===== src/rtl/joy_move_sequencer.sv =====
// Turns qualified joystick directions into one-shot move requests (req/ack) for the board engine.
// The stick must return to centre before it re-arms; optional auto-repeat while held.
module joy_move_sequencer #(
  parameter logic [7:0] STABLE_CNT  = 8'd20,
  parameter logic [7:0] RELEASE_CNT = 8'd20,
  parameter logic [7:0] REPEAT_CNT  = 8'd0
) (
  input  logic        clk,
  input  logic        rst,
  input  logic        sample_en,
  input  logic        enable,
  input  logic [2:0]  dir,
  input  logic        move_ack,
  output logic        move_req,
  output logic [1:0]  move_dir,
  output logic        busy,
  output logic [15:0] move_count
);

  typedef enum logic [2:0] {ARM, IDLE, QUALIFY, REQ, HOLD} state_e;

  state_e      state_q, state_d;
  logic [7:0]  rel_cnt_q, rel_cnt_d;
  logic [7:0]  stb_cnt_q, stb_cnt_d;
  logic [7:0]  hold_cnt_q, hold_cnt_d;
  logic [1:0]  cand_q, cand_d;
  logic        move_req_q, move_req_d;
  logic [1:0]  move_dir_q, move_dir_d;
  logic        busy_q, busy_d;
  logic [15:0] move_count_q, move_count_d;

  logic centre, match;

  assign centre = dir[2];
  assign match  = (dir[1:0] == cand_q);

  always_comb begin
    state_d      = state_q;
    rel_cnt_d    = rel_cnt_q;
    stb_cnt_d    = stb_cnt_q;
    hold_cnt_d   = hold_cnt_q;
    cand_d       = cand_q;
    move_count_d = move_count_q;

    case (state_q)
      ARM: begin
        if (sample_en) begin
          if (centre) begin
            if (rel_cnt_q != RELEASE_CNT) rel_cnt_d = rel_cnt_q + 8'd1;
          end else begin
            rel_cnt_d = '0;
          end
        end
        // Saturated count leaves as soon as enable returns, even without a new sample.
        if (enable && (rel_cnt_d == RELEASE_CNT)) begin
          state_d   = IDLE;
          rel_cnt_d = '0;
        end
      end
      IDLE: begin
        if (!enable) begin
          state_d   = ARM;
          rel_cnt_d = '0;
        end else if (sample_en && !centre) begin
          cand_d    = dir[1:0];
          stb_cnt_d = 8'd1;
          state_d   = (STABLE_CNT == 8'd1) ? REQ : QUALIFY;
        end
      end
      QUALIFY: begin
        if (!enable) begin
          state_d   = ARM;
          rel_cnt_d = '0;
        end else if (sample_en) begin
          if (centre) begin
            state_d = IDLE;
          end else if (match) begin
            stb_cnt_d = stb_cnt_q + 8'd1;
            if (stb_cnt_d == STABLE_CNT) state_d = REQ;
          end else begin
            cand_d    = dir[1:0];
            stb_cnt_d = 8'd1;
          end
        end
      end
      REQ: begin
        if (move_ack) begin
          state_d    = HOLD;
          hold_cnt_d = '0;
          if (move_count_q != 16'hFFFF) move_count_d = move_count_q + 16'd1;
        end
      end
      HOLD: begin
        if (sample_en) begin
          if (centre) begin
            if ((RELEASE_CNT == 8'd1) && enable) begin
              state_d   = IDLE;
              rel_cnt_d = '0;
            end else begin
              state_d   = ARM;
              rel_cnt_d = 8'd1;
            end
          end else if (match) begin
            hold_cnt_d = hold_cnt_q + 8'd1;
            if ((REPEAT_CNT != 8'd0) && (hold_cnt_d == REPEAT_CNT) && enable) state_d = REQ;
          end else begin
            hold_cnt_d = '0;
          end
        end
      end
      default: state_d = ARM;
    endcase

    // Outputs are registered from the next state so they align with it.
    move_req_d = (state_d == REQ);
    move_dir_d = (state_d == REQ) ? cand_d : move_dir_q;
    busy_d     = (state_d != IDLE);
  end

  always_ff @(posedge clk or negedge rst) begin
    if (!rst) begin
      state_q      <= ARM;
      rel_cnt_q    <= '0;
      stb_cnt_q    <= '0;
      hold_cnt_q   <= '0;
      cand_q       <= '0;
      move_req_q   <= 1'b0;
      move_dir_q   <= '0;
      busy_q       <= 1'b1;
      move_count_q <= '0;
    end else begin
      state_q      <= state_d;
      rel_cnt_q    <= rel_cnt_d;
      stb_cnt_q    <= stb_cnt_d;
      hold_cnt_q   <= hold_cnt_d;
      cand_q       <= cand_d;
      move_req_q   <= move_req_d;
      move_dir_q   <= move_dir_d;
      busy_q       <= busy_d;
      move_count_q <= move_count_d;
    end
  end

  assign move_req   = move_req_q;
  assign move_dir   = move_dir_q;
  assign busy       = busy_q;
  assign move_count = move_count_q;

endmodule

===== config.mk =====
export PLATFORM = sky130hd
export DESIGN_NAME = joy_move_sequencer
export DESIGN_NICKNAME = d
export VERILOG_FILES = /design/src/rtl/joy_move_sequencer.sv
export SDC_FILE = /design/constraint.sdc
export NUM_CORES = 1
export LEC_CHECK = 0
export ABC_AREA = 0
export BUFFER_PORTS_ARGS = -buffer_cell sky130_fd_sc_hd__buf_4
export CAP_MARGIN = 0
export CELL_PAD_IN_SITES_DETAIL_PLACEMENT = 1
export CELL_PAD_IN_SITES_GLOBAL_PLACEMENT = 1
export CORE_MARGIN = 1.5
export CORE_UTILIZATION = 30
export DETAILED_ROUTE_END_ITERATION = 7
export PLACE_DENSITY_LB_ADDON = 0.1
export RECOVER_POWER = 100
export SLEW_MARGIN = 20
export SYNTH_ARGS = -nofsm -noshare
export SYNTH_HDL_FRONTEND = slang
export SYNTH_SLANG_ARGS = --single-unit
export TNS_END_PERCENT = 50

===== constraint.sdc =====
create_clock -name clk -period 5.1 [get_ports clk]
set_clock_uncertainty 0.2 [all_clocks]
set_input_delay 0.51 -clock clk [delete_from_list [all_inputs] [get_ports clk]]
set_output_delay 0.51 -clock clk [all_outputs]
set_load 0.02 [all_outputs]

Yosys cells after proc, flatten, opt, wreduce, memory -nomap -nowiden --
Cells that the tools add are included.
Operators by class: add/subtract/negate cells 3, equal/unequal tests 19, mux-type cells 35, reduce and logical (&&, ||, !) cells 10
Operators with widths (count):
- $mux 8 | 14
- $mux 3 | 11
- $pmux 8 s3 | 1
- $add 16x1->16 const B | 1
- $add 8x1->8 const B | 2
- $eq 8x5->1 const B | 2
- $ne 16x16->1 const B | 1
- $ne 2x2->1 const B | 8
- $pmux 8 s2 | 1
- $pmux 3 s5 | 1
- $mux 2 | 6
- $eq 3x2->1 const B | 3
- $ne 8x5->1 const B | 1
- $reduce_and 6->1 | 1
- $pmux 2 s2 | 1
- $reduce_and 4->1 | 1
- $eq 3x1->1 const B | 1
- $eq 3x3->1 const B | 1
- $logic_not 3->1 | 1
- $ne 3x1->1 const B | 1
- $reduce_and 3->1 | 1
- $reduce_bool 3->1 | 1
- $eq 2x2->1 | 1
- $logic_and 1x1->1 | 2
- other kinds (3) | 3
Storage, ports and cells: register bits 41

Longest topological paths before layout --
Gate-level depths: netlist of the first run.
word-level depth 10, gate-level depth with buffers 8

Worst setup path before layout of the first run --
No wires, ideal clock.
path type input to register, start point input port dir[1], end point register move_dir_q[0] (netlist: move_dir[0]), arrival 1.959 ns, slack 2.813 ns, cell stages on the path 6, path through xnor2_1 > nand3_2 > or4_1 > a21oi_1 > o21ai_1 > mux2_1
On the way: longest elaborated chain between the ends 7, elaborated cells on any way between the ends 12
Ends and longest elaborated chain:
- start, declared | RTL line 12 | input logic [2:0] dir,
- $eq 2x2->1 (*) | RTL line 35 | assign match = (dir[1:0] == cand_q);
- $mux 3 | RTL line 77 | end else if (match) begin
- $mux 3 | RTL line 75 | if (centre) begin
- $mux 3 | RTL line 74 | end else if (sample_en) begin
- $mux 3 | RTL line 71 | if (!enable) begin
- $pmux 3 s5 | RTL line 45 | case (state_q)
- $eq 3x2->1 | RTL line 116 | move_dir_d = (state_d == REQ) ? cand_d : move_dir_q;
- end signal, assigned | RTL line 138 | move_dir_q <= move_dir_d;
- end, declared | RTL line 28 | logic [1:0] move_dir_q, move_dir_d;
Every way passes the cells marked *; elsewhere a longest branch is shown, timed or not. A chain may end at the register's enable or synchronous reset.

Worst setup path in the final report of the first run --
start point register state_q[0], end point register move_dir_q[1] (netlist: move_dir[1])
On the way: elaborated cells on any way between the ends 19
RTL lines:
- start, declared | RTL line 22 | state_e state_q, state_d;
- start signal, assigned | RTL line 132 | state_q <= state_d;
- $eq 3x2->1 or $eq 3x1->1 (tied branches) | RTL line 45
- $pmux 2 s2 (*) | RTL line 45
- named net cand_d[1] | RTL line 26 | logic [1:0] cand_q, cand_d;
The timed path passes the listed nets; every way through them passes the cells marked *.

==> out/metrics.yaml, run 1 <==
power_and_ir_drop:
  swShare: 0.253
  p_int_uw: 517
  switching_power_uw: 175
  power_density_mw_per_mm2: 258
  leakage_nw: 1.15
  p_total_uw: 692
  peakVddDrop_mv: 0.111
  clkPwrFrac: 0.407
  seq_power_share: 0.509
  pwr-share-comb: 0.084
critical_path:
  worstPathArrival_ns: 2.91
  cp_max_fo: 14
  crit_path_end: "move_dir[1]$_DFFE_PN0N_"
  endpoint_kind: "register"
  cp-startpoint: "state_q[0]$_DFF_PN0_"
  crit_type: "register to register"
  worstRegToRegCells: 4
  crit_required_ns: 5.08
  timing.rr.start: "state_q[0]$_DFF_PN0_"
  r2r_end: "move_dir[1]$_DFFE_PN0N_"
  r2r_slack_ns: 2.17
  cp-start-kind: "register"
layout:
  finalNetCount: 298
  nFillCells: 920
  antenna_cells: 0
  final_cell_mix: "40 x dfrtp_1, 30 x nand2_1, 22 x nor2_1, 22 x o21ai_0, 21 x clkbuf_1"
  area_growth_pct: 13.3
  layout-drive-gt1-share: 0.0836
  final_common_cell: "dfrtp_1"
grt:
  grt_pass1_vias: 2009
  grt_pass1_wl_um: 10200
  antenna_found_initial: 0
  track_usage: 0.154
  grt_max_degree: 42
  grt-ovfl-total: 0
synthesis:
  syn_inst: 263
  synth_seq_cells: 41
  synth_edf_count: 0
  synth_cell_types: 53
  synthArstFlopShare: 1.00
  avgSynthCellArea_um2: 9.01
  synth_warnings: 0
  syn-cell-area_mm2: 0.00237
  synth_ff_type: "dfrtp_1"
  syn_nets: 275
  synth_seq_area_share: 0.434
routing:
  antenna_left: 0
  vias: 2012
  viasPerCell: 5.17
  first_pass_iters: 4
  routedWlPerCell_um: 15.7
  wirelength_um: 6120
  post-route-drc-count: 0
  drt_iter0_drc: 43
clocking:
  cts_tree: "built"
  clk_pin_slew_ns: 0.08
  htreeDepth: 2
  cts_root_buf: "clkbuf_8"
  post-cts-setup-buffer-count: 0
  clkSinkCount: 41
  cts_resized: 0
  ctsHoldBuffers: 0
  clock_latency_ns: 0.29
  clk_path_buf_depth: 2
  numCtsBuffers: 5
outcome:
  violations: "max-capacitance violations, max-slew violations"
  status: "finished with violations"
floorplan:
  dieArea_mm2: 0.00844
  die_width_um: 91.9
  die_h_um: 91.9
  start_util: 0.308
  row_count: 32
  ios: 28
  fp.coreArea_mm2: 0.00769
timing:
  hold_violations: 0
  rsz0062_at_grt: "no"
  drv_slew: 42
  finalSetupViolCount: 0
  fin_tns_setup_ns: 0
  max_freq_mhz: 341
  finalCritPeriodShare: 0.575
  worst_pin_slew_ns: 2.35
  fin_crit_ns: 2.93
  relSlewSlack: -0.567
flow_run:
  maxCapViolCount: 1
place:
  portBuffers: 27
  hpwl_um: 4360
  gp_congestion: 0.761
hold_path:
  min_path_type: "primary input to register"
==> metal layers <==
layer / part of all wire / vias to the layer above / GRT usage
met1: 0.52 / 1002 / 0.214
met4: 0.0062 / 0 / 0.0423
met2: 0.45 / 22 / 0.244
li1: - / 986 / -
met5: 0 / - / 0
met3: 0.022 / 2 / 0.0307
==> kinds of logic after synthesis <==
logic type	count (synthesis)	synth area share
AND/OR/NAND/NOR	124	0.280
AO/OA/AOI/OAI	49	0.129
flip-flops	41	0.434
buffers and inverters	19	0.0322
XOR/XNOR	18	0.0666
multiplexers	7	0.0333
adder cells (fa/ha/maj)	5	0.0254
==> worst max-delay path, stage by stage, from the launching register on <==
cell and delay [ns]:
dfrtp_1 0.55, and2b_1 0.26, o21ai_0 1.10, mux2_1 0.42, mux2_1 0.29
==> how the worst min path moves through the flow <==
stage	startpoint	to	cells past startpoint
after detailed placement	move_dir[0]$_DFFE_PN0N_	move_dir[0]$_DFFE_PN0N_	1
after global routing	dir[0]	cand_q[0]$_DFF_PN0_	2
after global placement	move_dir[0]$_DFFE_PN0N_	move_dir[0]$_DFFE_PN0N_	1
final	dir[0]	cand_q[0]$_DFF_PN0_	2
after floorplan	rst	cand_q[0]$_DFF_PN0_	0
after CTS	rst	stb_cnt_q[4]$_DFFE_PN0P_	1
==> synthesized netlist by cell type (all sizes together), types with 2 or more instances <==
library cell | instances | area share
a31o | 2 | 0.0074
a21oi | 8 | 0.017
inv | 8 | 0.013
ha | 4 | 0.021
dfrtp | 40 | 0.42
nand3 | 14 | 0.032
nor3 | 8 | 0.017
nand3b | 3 | 0.0095
nor4 | 5 | 0.016
nand4 | 10 | 0.026
xnor2 | 10 | 0.037
a211oi | 2 | 0.0063
mux2 | 7 | 0.033
or3 | 2 | 0.0053
and3 | 3 | 0.0079
a311oi | 3 | 0.011
o31ai | 2 | 0.0063
or2 | 2 | 0.0053
clkbuf | 7 | 0.012
xor2 | 8 | 0.030
nor2 | 22 | 0.035
o21ai | 23 | 0.049
nor2b | 8 | 0.021
nand2 | 30 | 0.048
buf | 4 | 0.0079
nand2b | 7 | 0.018
==> cell type report <==
cell class	instances	area [µm²]	area share
Clock inverter	2	37.5	0.0140
Tap cell	102	128	0.0476
Sequential cell	41	1030	0.383
Inverter	8	30.0	0.0112
Multi-Input combinational cell	203	1250	0.467
Clock buffer	6	82.6	0.0308
Timing Repair Buffer	27	124	0.0462
==> power by group through the flow <==
| stage | registers, mW | logic, mW | clock network (mW) |
|---|---|---|---|
| 6_report | 0.353 | 0.0580 | 0.282 |
| 5_1_grt | 0.356 | 0.0664 | 0.310 |
| 4_1_cts | 0.352 | 0.0603 | 0.296 |
| 3_5_place_dp | 0.359 | 0.0601 | 0 |
| 3_3_place_gp | 0.359 | 0.0600 | 0 |
| 2_1_floorplan | 0.349 | 0.0447 | 0 |
==> state kept, by name, summed over array words and instances (netlist names) <==
signal / flops
move_dir: 2
move_count: 16
busy: 1
state_q: 3
rel_cnt_q: 8
cand_q: 2
stb_cnt_q: 8
move_req: 1
==> stage by stage <==
step / setup slack [ns] / hold slack (ns) / area (µm²) / utilization / std cells
global route: 1.98 / 0.257 / 2680 / 0.349 / 389
detailed placement: 2.46 / 0.285 / 2650 / 0.345 / 381
floorplan: 2.81 / 0.0144 / 2370 / - / 263
global placement: 2.49 / 0.281 / 2650 / 0.345 / 381
finish: 2.17 / 0.270 / 2680 / 0.349 / 389
CTS: 2.47 / 0.0157 / 2770 / 0.361 / 389
Note: power is estimated with default switching activity, not from simulation.
==> run 2: changes to the inputs <==
==> constraint.sdc (replaced) <==
create_clock -name clk -period 2.9 [get_ports clk]
set_clock_uncertainty 0.2 [all_clocks]
set_input_delay 0.29 -clock clk [delete_from_list [all_inputs] [get_ports clk]]
set_output_delay 0.29 -clock clk [all_outputs]
set_load 0.02 [all_outputs]
==> out/metrics.yaml, run 2 (synthesized netlist as in run 1, its figures left out) <==
place:
  post-place-ws_ns: 0.361
  portBuffers: 27
  hpwl_um: 4390
  gp_congestion: 0.818
floorplan:
  die_width_um: 91.9
  fp.coreArea_mm2: 0.00769
  row_count: 32
  start_util: 0.308
  die_h_um: 91.9
  ios: 28
  dieArea_mm2: 0.00844
routing:
  antenna_left: 0
  vias: 1997
  wl_met1_um: 3160
  first_pass_iters: 4
  met2WireLength_um: 2690
  drt_iter0_drc: 75
  route.met3.wl_um: 144
  top_layer: "met4"
  post-route-drc-count: 0
  viasPerCell: 5.09
  wirelength_um: 6040
  routedWlPerCell_um: 15.4
grt:
  grt_max_degree: 42
  grt-ovfl-total: 0
  antenna_found_initial: 0
  track_usage: 0.157
  grt_pass1_vias: 2022
  grt_pass1_wl_um: 10500
clocking:
  numCtsBuffers: 5
  clkSinkCount: 41
  clock_latency_ns: 0.29
  htreeDepth: 2
  clk_path_buf_depth: 2
  post-cts-setup-buffer-count: 0
  cts_root_buf: "clkbuf_8"
  cts_tree: "built"
  clk_pin_slew_ns: 0.09
  cts_resized: 0
timing:
  relSlewSlack: 0.297
  fin_crit_ns: 2.63
  worst_pin_slew_ns: 1.05
  hold_violations: 0
  drv_slew: 0
  finalSetupViolCount: 0
  rsz0062_at_grt: "no"
  finalCritPeriodShare: 0.906
  fin_tns_setup_ns: 0
  max_freq_mhz: 381
  worst_slack_ns: 0.274
layout:
  area_growth_pct: 13.0
  layout-drive-gt1-share: 0.0897
  antenna_cells: 0
  largest_reg_flops: 16
  final_cell_mix: "40 x dfrtp_1, 30 x nand2_1, 23 x o21ai_0, 22 x nor2_1, 21 x clkbuf_1"
  finalNetCount: 301
  final_common_cell: "dfrtp_1"
critical_path:
  worstRegToRegCells: 6
  critPathMaxStageDelay_ns: 0.51
  cp-start-kind: "register"
  endpoint_kind: "register"
  worstPathCellList: "and2b_1, o21ai_0, clkbuf_1, or2_2, or3b_2, nand2_1"
  worstPathArrival_ns: 2.66
  crit_type: "register to register"
  cp_max_fo: 13
  crit_required_ns: 2.94
  crit_path_top_delay_cell: "dfrtp_1"
power_and_ir_drop:
  leakage_nw: 1.15
  power_density_mw_per_mm2: 413
  p_total_mw: 1.10
  peakVddDrop_mv: 0.130
flow_run:
  maxCapViolCount: 0
hold_path:
  min_path_type: "primary input to register"
  min_path_cells: 2
outcome:
  status: "complete, no violations"
==> run 2: layout make-up <==
class	instances	area, µm²
Clock inverter	3	17.5
Multi-Input combinational cell	203	1260
Tap cell	102	128
Timing Repair Buffer	30	146
Sequential cell	41	1030
Fill cell	947	5010
Clock buffer	5	68.8
Inverter	8	30.0
==> run 2: metrics by stage <==
step,hold WS [ns],util,std cells,instance area [µm²]
6_report,0.0631,0.348,392,2680
5_1_grt,0.0538,0.348,392,2680
4_1_cts,0.0589,0.360,392,2760
3_5_place_dp,0.125,0.347,383,2670
3_3_place_gp,0.126,0.347,383,2670
2_1_floorplan,-0.206,-,263,2370
==> run 2: report_power, final <==
group          switching, mW  leakage [nW]  total, mW  internal, mW
Sequential            0.0336         0.548      0.620         0.587
Combinational         0.0601         0.553      0.103        0.0427
Clock                  0.215        0.0439      0.381         0.167
Total                  0.308          1.15       1.10         0.796
==> run 2: final timing paths <==
path / start / endpoint / slack, ns
min in group asynchronous: rst / stb_cnt_q[6]$_DFFE_PN0P_ / 0.52
max in group asynchronous: rst / state_q[2]$_DFF_PN0_ / 1.32
hold reg to reg: move_count[9]$_DFFE_PN0P_ / move_count[9]$_DFFE_PN0P_ / 0.29
hold / removal: dir[0] / cand_q[0]$_DFF_PN0_ / 0.06
setup / recovery: state_q[0]$_DFF_PN0_ / stb_cnt_q[3]$_DFFE_PN0P_ / 0.27
setup reg to reg: state_q[0]$_DFF_PN0_ / stb_cnt_q[3]$_DFFE_PN0P_ / 0.27
==> run 2: layer usage <==
metal,up-vias,global-route usage
met5,-,0
met1,983,0.231
met3,2,0.0257
li1,990,-
met2,22,0.239
met4,0,0.0385
==> run 2: worst max-delay path, delay by kind of cell (launching register included) <==
kind,cells,cell delay [ns]
DFF,1,0.51
AOI/OAI and AO/OA,1,0.33
buffers and inverters,1,0.29
and+or+nand+nor,4,1.24
==> run 2: repair_timing <==
item	in CTS	in global routing
setup endpoints to repair	0	0
hold buffers	1	0
endpoints found under the hold margin	40	0
==> run 3: changes to the inputs <==
--- a/config.mk
+++ b/config.mk
@@ -14,7 +14,7 @@
 export CORE_UTILIZATION = 30
 export DETAILED_ROUTE_END_ITERATION = 7
 export PLACE_DENSITY_LB_ADDON = 0.1
-export RECOVER_POWER = 100
+export RECOVER_POWER = 50
 export SLEW_MARGIN = 20
 export SYNTH_ARGS = -nofsm -noshare
 export SYNTH_HDL_FRONTEND = slang
==> out/metrics.yaml, run 3 (synthesized netlist as in run 1, its figures left out) <==
layout:
  largest_reg_flops: 16
  layout-drive-gt1-share: 0.141
  utilization: 0.354
  final_cell_mix: "40 x dfrtp_1, 30 x nand2_1, 22 x nor2_1, 21 x o21ai_0, 18 x buf_4"
  nFillCells: 944
  seqCellArea_mm2: 0.00103
  area_growth_pct: 15.0
  multi_input_area_mm2: 0.00126
  antenna_cells: 0
  finalNetCount: 301
  final_common_cell: "dfrtp_1"
hold_path:
  min_from: "dir[0]"
  min_to: "cand_q[0]$_DFF_PN0_"
  min_path_type: "primary input to register"
  min_path_cells: 2
floorplan:
  ios: 28
  row_count: 32
  die_h_um: 91.9
  die_width_um: 91.9
  dieArea_mm2: 0.00844
  fp.coreArea_mm2: 0.00769
  start_util: 0.308
routing:
  wirelength_um: 6020
  drt_iter0_drc: 66
  routedWlPerCell_um: 15.4
  viasPerCell: 5.10
  post-route-drc-count: 0
  antenna_left: 0
  first_pass_iters: 4
  vias: 1999
power_and_ir_drop:
  pwr-share-comb: 0.094
  leakage_nw: 1.19
  swShare: 0.280
  switching_power_uw: 310
  p_int_uw: 796
  seq_power_share: 0.561
  power_density_mw_per_mm2: 406
  peakVddDrop_mv: 0.130
  clkPwrFrac: 0.345
timing:
  finalSetupViolCount: 0
  worst_pin_slew_ns: 1.06
  max_freq_mhz: 392
  rsz0062_at_grt: "no"
  fin_tns_setup_ns: 0
  fin_crit_ns: 2.55
  finalCritPeriodShare: 0.880
  drv_slew: 0
  hold_slack_ns: 0.0718
  hold_violations: 0
  relSlewSlack: 0.294
grt:
  grt-ovfl-total: 0
  gr-usage-met3: 0.0257
  busiest_layer: "met2"
  antenna_found_initial: 0
  grt_max_degree: 42
  grt_use_met1: 0.231
  track_usage: 0.157
  grt_use_met2: 0.239
  grt_pass1_vias: 2022
  grt_pass1_wl_um: 10500
place:
  hpwl_um: 4390
  gp_congestion: 0.818
  portBuffers: 27
critical_path:
  worstPathCellList: "and2b_1, nand3_2, or4_1, a21oi_1, o21ai_1, mux2_1"
  crit_type: "register to register"
  r2r_slack_ns: 0.35
  critPathMaxStageDelay_ns: 0.56
  cp-start-kind: "register"
  crit_required_ns: 2.87
  cp_top_family: "simple AND/OR/NAND/NOR gates"
  r2r_end: "move_dir[1]$_DFFE_PN0N_"
  cp_num_buf_inv: 0
  cp_max_fo: 13
  endpoint_kind: "register"
  worstPathArrival_ns: 2.52
  crit_path_top_delay_cell: "or4_1"
  worstRegToRegCells: 6
  timing.rr.start: "state_q[0]$_DFF_PN0_"
clocking:
  clock_latency_ns: 0.29
  cts_root_buf: "clkbuf_8"
  clk_path_buf_depth: 2
  post-cts-setup-buffer-count: 0
  ctsHoldBuffers: 1
  cts_resized: 0
  htreeDepth: 2
  cts_tree: "built"
  clkSinkCount: 41
  numCtsBuffers: 5
  clk_pin_slew_ns: 0.09
outcome:
  status: "complete, no violations"
flow_run:
  maxCapViolCount: 0
run 3: cell count changes in the layout (fill, tap and decap cells not counted), sizes merged:
| cell | before | now |
|---|---|---|
| buf | 7 | 18 |
| clkbuf | 27 | 16 |
run 3: area by class of cell:
class                      instances  share of cell area
sequential                        41               0.377
clock inverter                     3             0.00643
timing repair buffer              30              0.0689
inverter                           8              0.0110
clock buffer                       5              0.0253
tap                              102              0.0469
multi-input combinational        203               0.464
run 3: metrics by stage:
stage	power (mW)	setup WS [ns]	instance area (µm²)	cells
3_3_place_gp	0.735	0.486	2670	383
6_report	1.11	0.349	2720	392
3_5_place_dp	0.737	0.361	2670	383
2_1_floorplan	0.692	0.721	2370	263
4_1_cts	1.13	0.331	2760	392
5_1_grt	1.17	0.189	2720	392
run 3: power by group through the flow:
stage | sequential (mW) | clock, mW | combinational [mW]
6_report | 0.620 | 0.382 | 0.104
5_1_grt | 0.625 | 0.426 | 0.121
4_1_cts | 0.620 | 0.404 | 0.107
3_5_place_dp | 0.631 | 0 | 0.106
3_3_place_gp | 0.630 | 0 | 0.105
2_1_floorplan | 0.613 | 0 | 0.0786
run 3: worst max path at each step:
stage,slack (ns),cells past startpoint,to,startpoint
after global placement,0.49,6,move_dir[0]$_DFFE_PN0N_,state_q[0]$_DFF_PN0_
after detailed placement,0.36,6,move_dir[1]$_DFFE_PN0N_,state_q[0]$_DFF_PN0_
after CTS,0.33,6,move_dir[1]$_DFFE_PN0N_,state_q[0]$_DFF_PN0_
final,0.35,6,move_dir[1]$_DFFE_PN0N_,state_q[0]$_DFF_PN0_
after global routing,0.19,6,move_dir[1]$_DFFE_PN0N_,state_q[1]$_DFF_PN0_
after floorplan,0.72,7,state_q[0]$_DFF_PN0_,rel_cnt_q[0]$_DFFE_PN0P_
run 3: worst reg2reg max path: stages (launching register included):
cell	delay (ns)
dfrtp_1	0.51
and2b_1	0.31
nand3_2	0.17
or4_1	0.56
a21oi_1	0.18
o21ai_1	0.15
mux2_1	0.35
run 3: per-layer routing:
layer / share of wire / up-vias
met4: 0.0063 / 0
li1: - / 992
met3: 0.023 / 2
met1: 0.52 / 985
met2: 0.45 / 20
met5: 0 / -
